$ cat src/rtl/v30mz_prefetch_fifo.sv
// Byte-granular instruction prefetch queue: 16-bit bus words in, one byte out per pop.
// Optional two-byte peek/pop port enabled by defining V30MZ_PFQ_PEEK2_EN.
module v30mz_prefetch_fifo #(
  parameter int DEPTH = 8,
  localparam int AW = $clog2(DEPTH),
  localparam int CW = AW + 1
) (
  input  logic          clk,
  input  logic          reset,
  input  logic          flush,
  input  logic [15:0]   flush_pfp,
  input  logic          push,
  input  logic [15:0]   data_in,
  input  logic          pop,
`ifdef V30MZ_PFQ_PEEK2_EN
  input  logic          pop2,
  output logic [7:0]    data_next,
`endif
  output logic [15:0]   PFP,
  output logic [7:0]    data_out,
  output logic [CW-1:0] count,
  output logic          empty,
  output logic          full
);

  logic [DEPTH-1:0][7:0] mem;
  logic [AW-1:0]         rp, wp, wp1, rp1;
  logic [CW-1:0]         free_bytes, count_next;
  logic [1:0]            n_push, n_pop;
  logic                  push_ok, odd;

  assign wp1        = wp + AW'(1);
  assign rp1        = rp + AW'(1);
  assign free_bytes = CW'(DEPTH) - count;
  assign empty      = (count == '0);
  assign full       = (free_bytes < CW'(2));
  assign odd        = PFP[0];
  assign push_ok    = push && !full;

  // Odd PFP means the even byte of this word precedes the branch target.
  always_comb begin
    n_push = 2'd0;
    if (push_ok) n_push = odd ? 2'd1 : 2'd2;
  end

`ifdef V30MZ_PFQ_PEEK2_EN
  // pop2 takes precedence over pop; when count < 2 the request is dropped.
  always_comb begin
    n_pop = 2'd0;
    if (pop2) begin
      if (count >= CW'(2)) n_pop = 2'd2;
    end else if (pop && !empty) begin
      n_pop = 2'd1;
    end
  end
  assign data_next = (count < CW'(2)) ? 8'h00 : mem[rp1];
`else
  always_comb begin
    n_pop = 2'd0;
    if (pop && !empty) n_pop = 2'd1;
  end
`endif

  assign count_next = count + CW'(n_push) - CW'(n_pop);
  assign data_out   = empty ? 8'h00 : mem[rp];

  always_ff @(posedge clk) begin
    if (reset) begin
      PFP   <= 16'h0000;
      count <= '0;
      rp    <= '0;
      wp    <= '0;
    end else if (flush) begin
      PFP   <= flush_pfp;
      count <= '0;
      rp    <= '0;
      wp    <= '0;
    end else begin
      PFP   <= PFP + 16'(n_push);
      count <= count_next;
      rp    <= rp + AW'(n_pop);
      wp    <= wp + AW'(n_push);
    end
  end

  // Array has no reset; data_out is gated by empty so stale bytes never leak.
  always_ff @(posedge clk) begin
    if (!reset && !flush && push_ok) begin
      if (odd) begin
        mem[wp] <= data_in[15:8];
      end else begin
        mem[wp]  <= data_in[7:0];
        mem[wp1] <= data_in[15:8];
      end
    end
  end

endmodule
$ cat config.mk
export PLATFORM = sky130hd
export DESIGN_NAME = v30mz_prefetch_fifo
export DESIGN_NICKNAME = d
export VERILOG_FILES = /design/src/rtl/v30mz_prefetch_fifo.sv
export SDC_FILE = /design/constraint.sdc
export NUM_CORES = 1
export LEC_CHECK = 0
export ABC_AREA = 1
export CORE_MARGIN = 2
export CORE_UTILIZATION = 40
export CTS_BUF_LIST = sky130_fd_sc_hd__clkbuf_4 sky130_fd_sc_hd__clkbuf_8
export CTS_CLUSTER_SIZE = 12
export DETAILED_ROUTE_END_ITERATION = 8
export SETUP_SLACK_MARGIN = 0.3
export SLEW_MARGIN = 5
export SYNTH_ARGS = -nofsm -noshare
export SYNTH_HDL_FRONTEND = slang
export SYNTH_SLANG_ARGS = --single-unit
$ cat constraint.sdc
create_clock -name clk -period 2.5 [get_ports clk]
set_input_delay 0.75 -clock clk [delete_from_list [all_inputs] [get_ports clk]]
set_output_delay 0.75 -clock clk [all_outputs]
set_load 0.02 [all_outputs]
==> impl_metrics.py <==
metrics = {
    "synthesis": {
        "syn_nets": 588,
        "synth-seq-cells": 90,
        "synth-edff-count": 64,
        "synth_area_mm2": 0.00479,
        "synth_commonest_cells": "81 x nor2_1, 72 x o22ai_1, 64 x edfxtp_1",
        "synth_top_area_share": 0.401,
        "post-synth-top-area-cell": "edfxtp_1",
        "yosysMostFrequentCell": "nor2_1",
        "synthFlopType": "edfxtp_1",
        "synth_warnings": 0,
        "synthArstFlopShare": 0,
        "yosys-top-cells-area": "edfxtp_1 40%, dfxtp_1 11%, o22ai_1 9.4%, nor2_1 6.3%, o21ai_0 5.3%",
        "synth_cells": 536,
        "yosysSeqAreaShare": 0.510,
        "syn-mean-instance-area_um2": 8.94,
        "synth.distinct_cells": 35,
    },
    "place": {
        "postPlaceCellArea_mm2": 0.00608,
        "port_buffers": 66,
        "place.gp.congestion": 0.892,
        "hpwl_mm": 10.7,
        "dp.cells": 789,
    },
    "detailed_routing": {
        "dr.pass1.iters": 5,
        "routed_wl_mm": 15.3,
        "ant_nets": 0,
        "drtIter0Drc": 283,
        "post_drt_wl_per_cell_um": 18.4,
        "vias": 4580,
        "vias_per_cell": 5.52,
        "drc": 0,
    },
    "clock_tree": {
        "root_buffer": "clkbuf_8",
        "numCtsBuffers": 9,
        "hold_buffers": 0,
        "h-tree-depth": 3,
        "cts_tree": "yes",
        "clkSlewWorstSetupHoldPaths_ps": 100,
        "clock-sinks": 90,
        "cts.path.max_buffers": 2,
        "worst_skew_pair.late_latency_ps": 370,
    },
    "worst_setup_path": {
        "arrival_ps": 2770,
        "worstReg2RegStart": "count[1]$_SDFF_PP0_",
        "criticalPathCategory": "reg2reg",
        "cp_max_fo": 3,
        "reg2reg_slack_ps": -7,
        "cp.required_ps": 2760,
        "cp-start-kind": "flip-flop",
        "rr_worst_depth": 21,
        "worstSetupEndpointType": "flip-flop",
        "reg2reg_to": "PFP[6]$_SDFF_PP0_",
    },
    "hold_path": {
        "hold_path.class": "reg2reg",
        "hold_depth": 2,
        "hold_path_startpoint": "PFP[7]$_SDFF_PP0_",
        "min_to": "PFP[7]$_SDFF_PP0_",
    },
    "global_route": {
        "grtUsageTotal": 0.239,
        "overflow": 0,
        "antenna_found_initial": 0,
        "grt_pass1_wl_mm": 23.8,
        "grt_max_degree": 19,
        "grt_pass1_vias": 4658,
    },
    "power": {
        "leakagePower_uw": 0.00279,
        "power_density_mw_per_mm2": 826,
        "ir_drop_mv": 0.648,
    },
    "timing": {
        "min_period_ps": 2510,
        "hold_viol": 0,
        "fin_skew_ps": 11.2,
        "fin_ws_ps": -7.08,
        "fmax_ghz": 0.399,
        "fin_crit_sh": 1.00,
        "tightest_slew_ps": 454,
        "rsz0062_at_grt": "true",
        "slew_headroom": 0.697,
        "maxSlewViolCount": 0,
        "setup-violations-final": 1,
    },
    "floorplan": {
        "die_area_mm2": 0.0129,
        "chipHeight_um": 113,
        "start_util": 0.414,
        "die_w_um": 113,
        "io_pins": 67,
        "row_count": 39,
        "core_mm2": 0.0116,
    },
    "finish": {
        "n_fill_cell": 961,
        "drive_above_1_share": 0.309,
        "n_antenna_cell": 0,
        "fin_cells": 829,
        "fin_area_mm2": 0.00698,
        "fin_util": 0.604,
        "layout.nets": 733,
        "area_growth_pct": 45.7,
    },
    "status": {
        "failed_checks": "setup timing",
        "status": "complete, but fails checks",
    },
    "run": {
        "drv_cap": 0,
    },
}
## critical path: stages, from the launching register on
cell      delay, ps
dfxtp_4         360
inv_4            60
ha_4            130
buf_6           100
nand2_2          50
nand2_2          80
nor2_4           50
nand2_4          80
nand2_4          80
nor2_4          140
inv_2            60
fa_2            340
inv_2            90
nand2_4          60
nor3_4          150
nand2_2          90
inv_2            90
buf_4           110
buf_6            70
o21ai_0          60
o211ai_1         90
inv_1            60
## layout by cell type (no fill, tap or decap), types with 5 or more instances in the layout
master           count
nor2_1              75
buf_4               75
o22ai_1             67
edfxtp_1            64
clkdlybuf4s50_1     40
inv_1               39
nand2_1             38
o21ai_0             28
o21ai_1             23
dfxtp_1             19
nand2_2             16
a21oi_1             15
buf_6               12
inv_2               11
nand3_1             11
o21ai_2              9
a31oi_1              9
ha_4                 9
clkbuf_8             9
clkinv_1             8
dlygate4sd2_1        8
dlymetal6s2s_1       8
nor2_2               7
nor2_4               5
nand2_4              5
o22ai_2              5
nand4_1              5
nand3_2              5
xor2_1               5
## kinds of logic after synthesis
family	synth area share
buf+inv	0.0658
fa+ha+maj	0.0439
xor+xnor	0.0164
flops	0.510
compound gates	0.194
simple gates	0.170
## timing repair
item	4_1_cts	5_1_grt
pin swaps	44	28
buffers inserted	9	13
endpoints found under the setup margin	34	37
gates resized for setup	145	57
cloned	1	1
endpoints found under the hold margin	0	0
## area by class of cell
class | count | area, um^2 | share of cell area
clock inverters | 7 | 123 | 0.0176
clock buffers | 9 | 124 | 0.0177
multi-input cells | 365 | 2400 | 0.344
repair buffers | 151 | 1430 | 0.205
flip-flops and latches | 90 | 2460 | 0.353
inverters | 64 | 259 | 0.0371
well taps | 143 | 179 | 0.0256
## per-layer routing
metal / GRT usage / vias up / share of wire
met5: 0 / - / 0
met4: 0.117 / 0 / 0.036
met3: 0.0462 / 39 / 0.087
met2: 0.413 / 233 / 0.50
met1: 0.287 / 2106 / 0.38
li1: - / 2202 / -
## how the worst max path moves through the flow
stage	to	startpoint	slack, ps	cells after the start
global placement	PFP[12]$_SDFF_PP0_	push	-360	15
floorplan	PFP[12]$_SDFF_PP0_	count[0]$_SDFF_PP0_	40	20
CTS	data_out[6]	count[2]$_SDFF_PP0_	60	7
detailed placement	PFP[12]$_SDFF_PP0_	push	-400	15
global route	PFP[12]$_SDFF_PP0_	count[0]$_SDFF_PP0_	-160	21
finish	PFP[6]$_SDFF_PP0_	count[1]$_SDFF_PP0_	-7	21
## power by group
part / total, uW / leakage, uW / internal (uW) / switching, uW
clock: 1230 / 0.000122 / 673 / 559
sequential: 1790 / 0.000791 / 1710 / 77.0
combinational: 2750 / 0.00188 / 1320 / 1420
total: 5760 / 0.00279 / 3710 / 2060
## sequential cells by signal (all words and copies together), names as in the netlist
register and flops:
PFP 16, count 4, mem 64, rp 3
wp 3
## stage by stage
stage | setup slack (ps) | hold slack [ps] | setup TNS, ps | power (uW)
5_1_grt | -161 | 550 | -615 | 6060
2_1_floorplan | 43.4 | 483 | 0 | 2900
4_1_cts | 60.2 | 541 | 0 | 5400
3_3_place_gp | -356 | 509 | -3680 | 3830
3_5_place_dp | -402 | 513 | -4850 | 3880
6_report | -7.08 | 525 | -7.08 | 5760
Power figures use the tool's default switching activity.
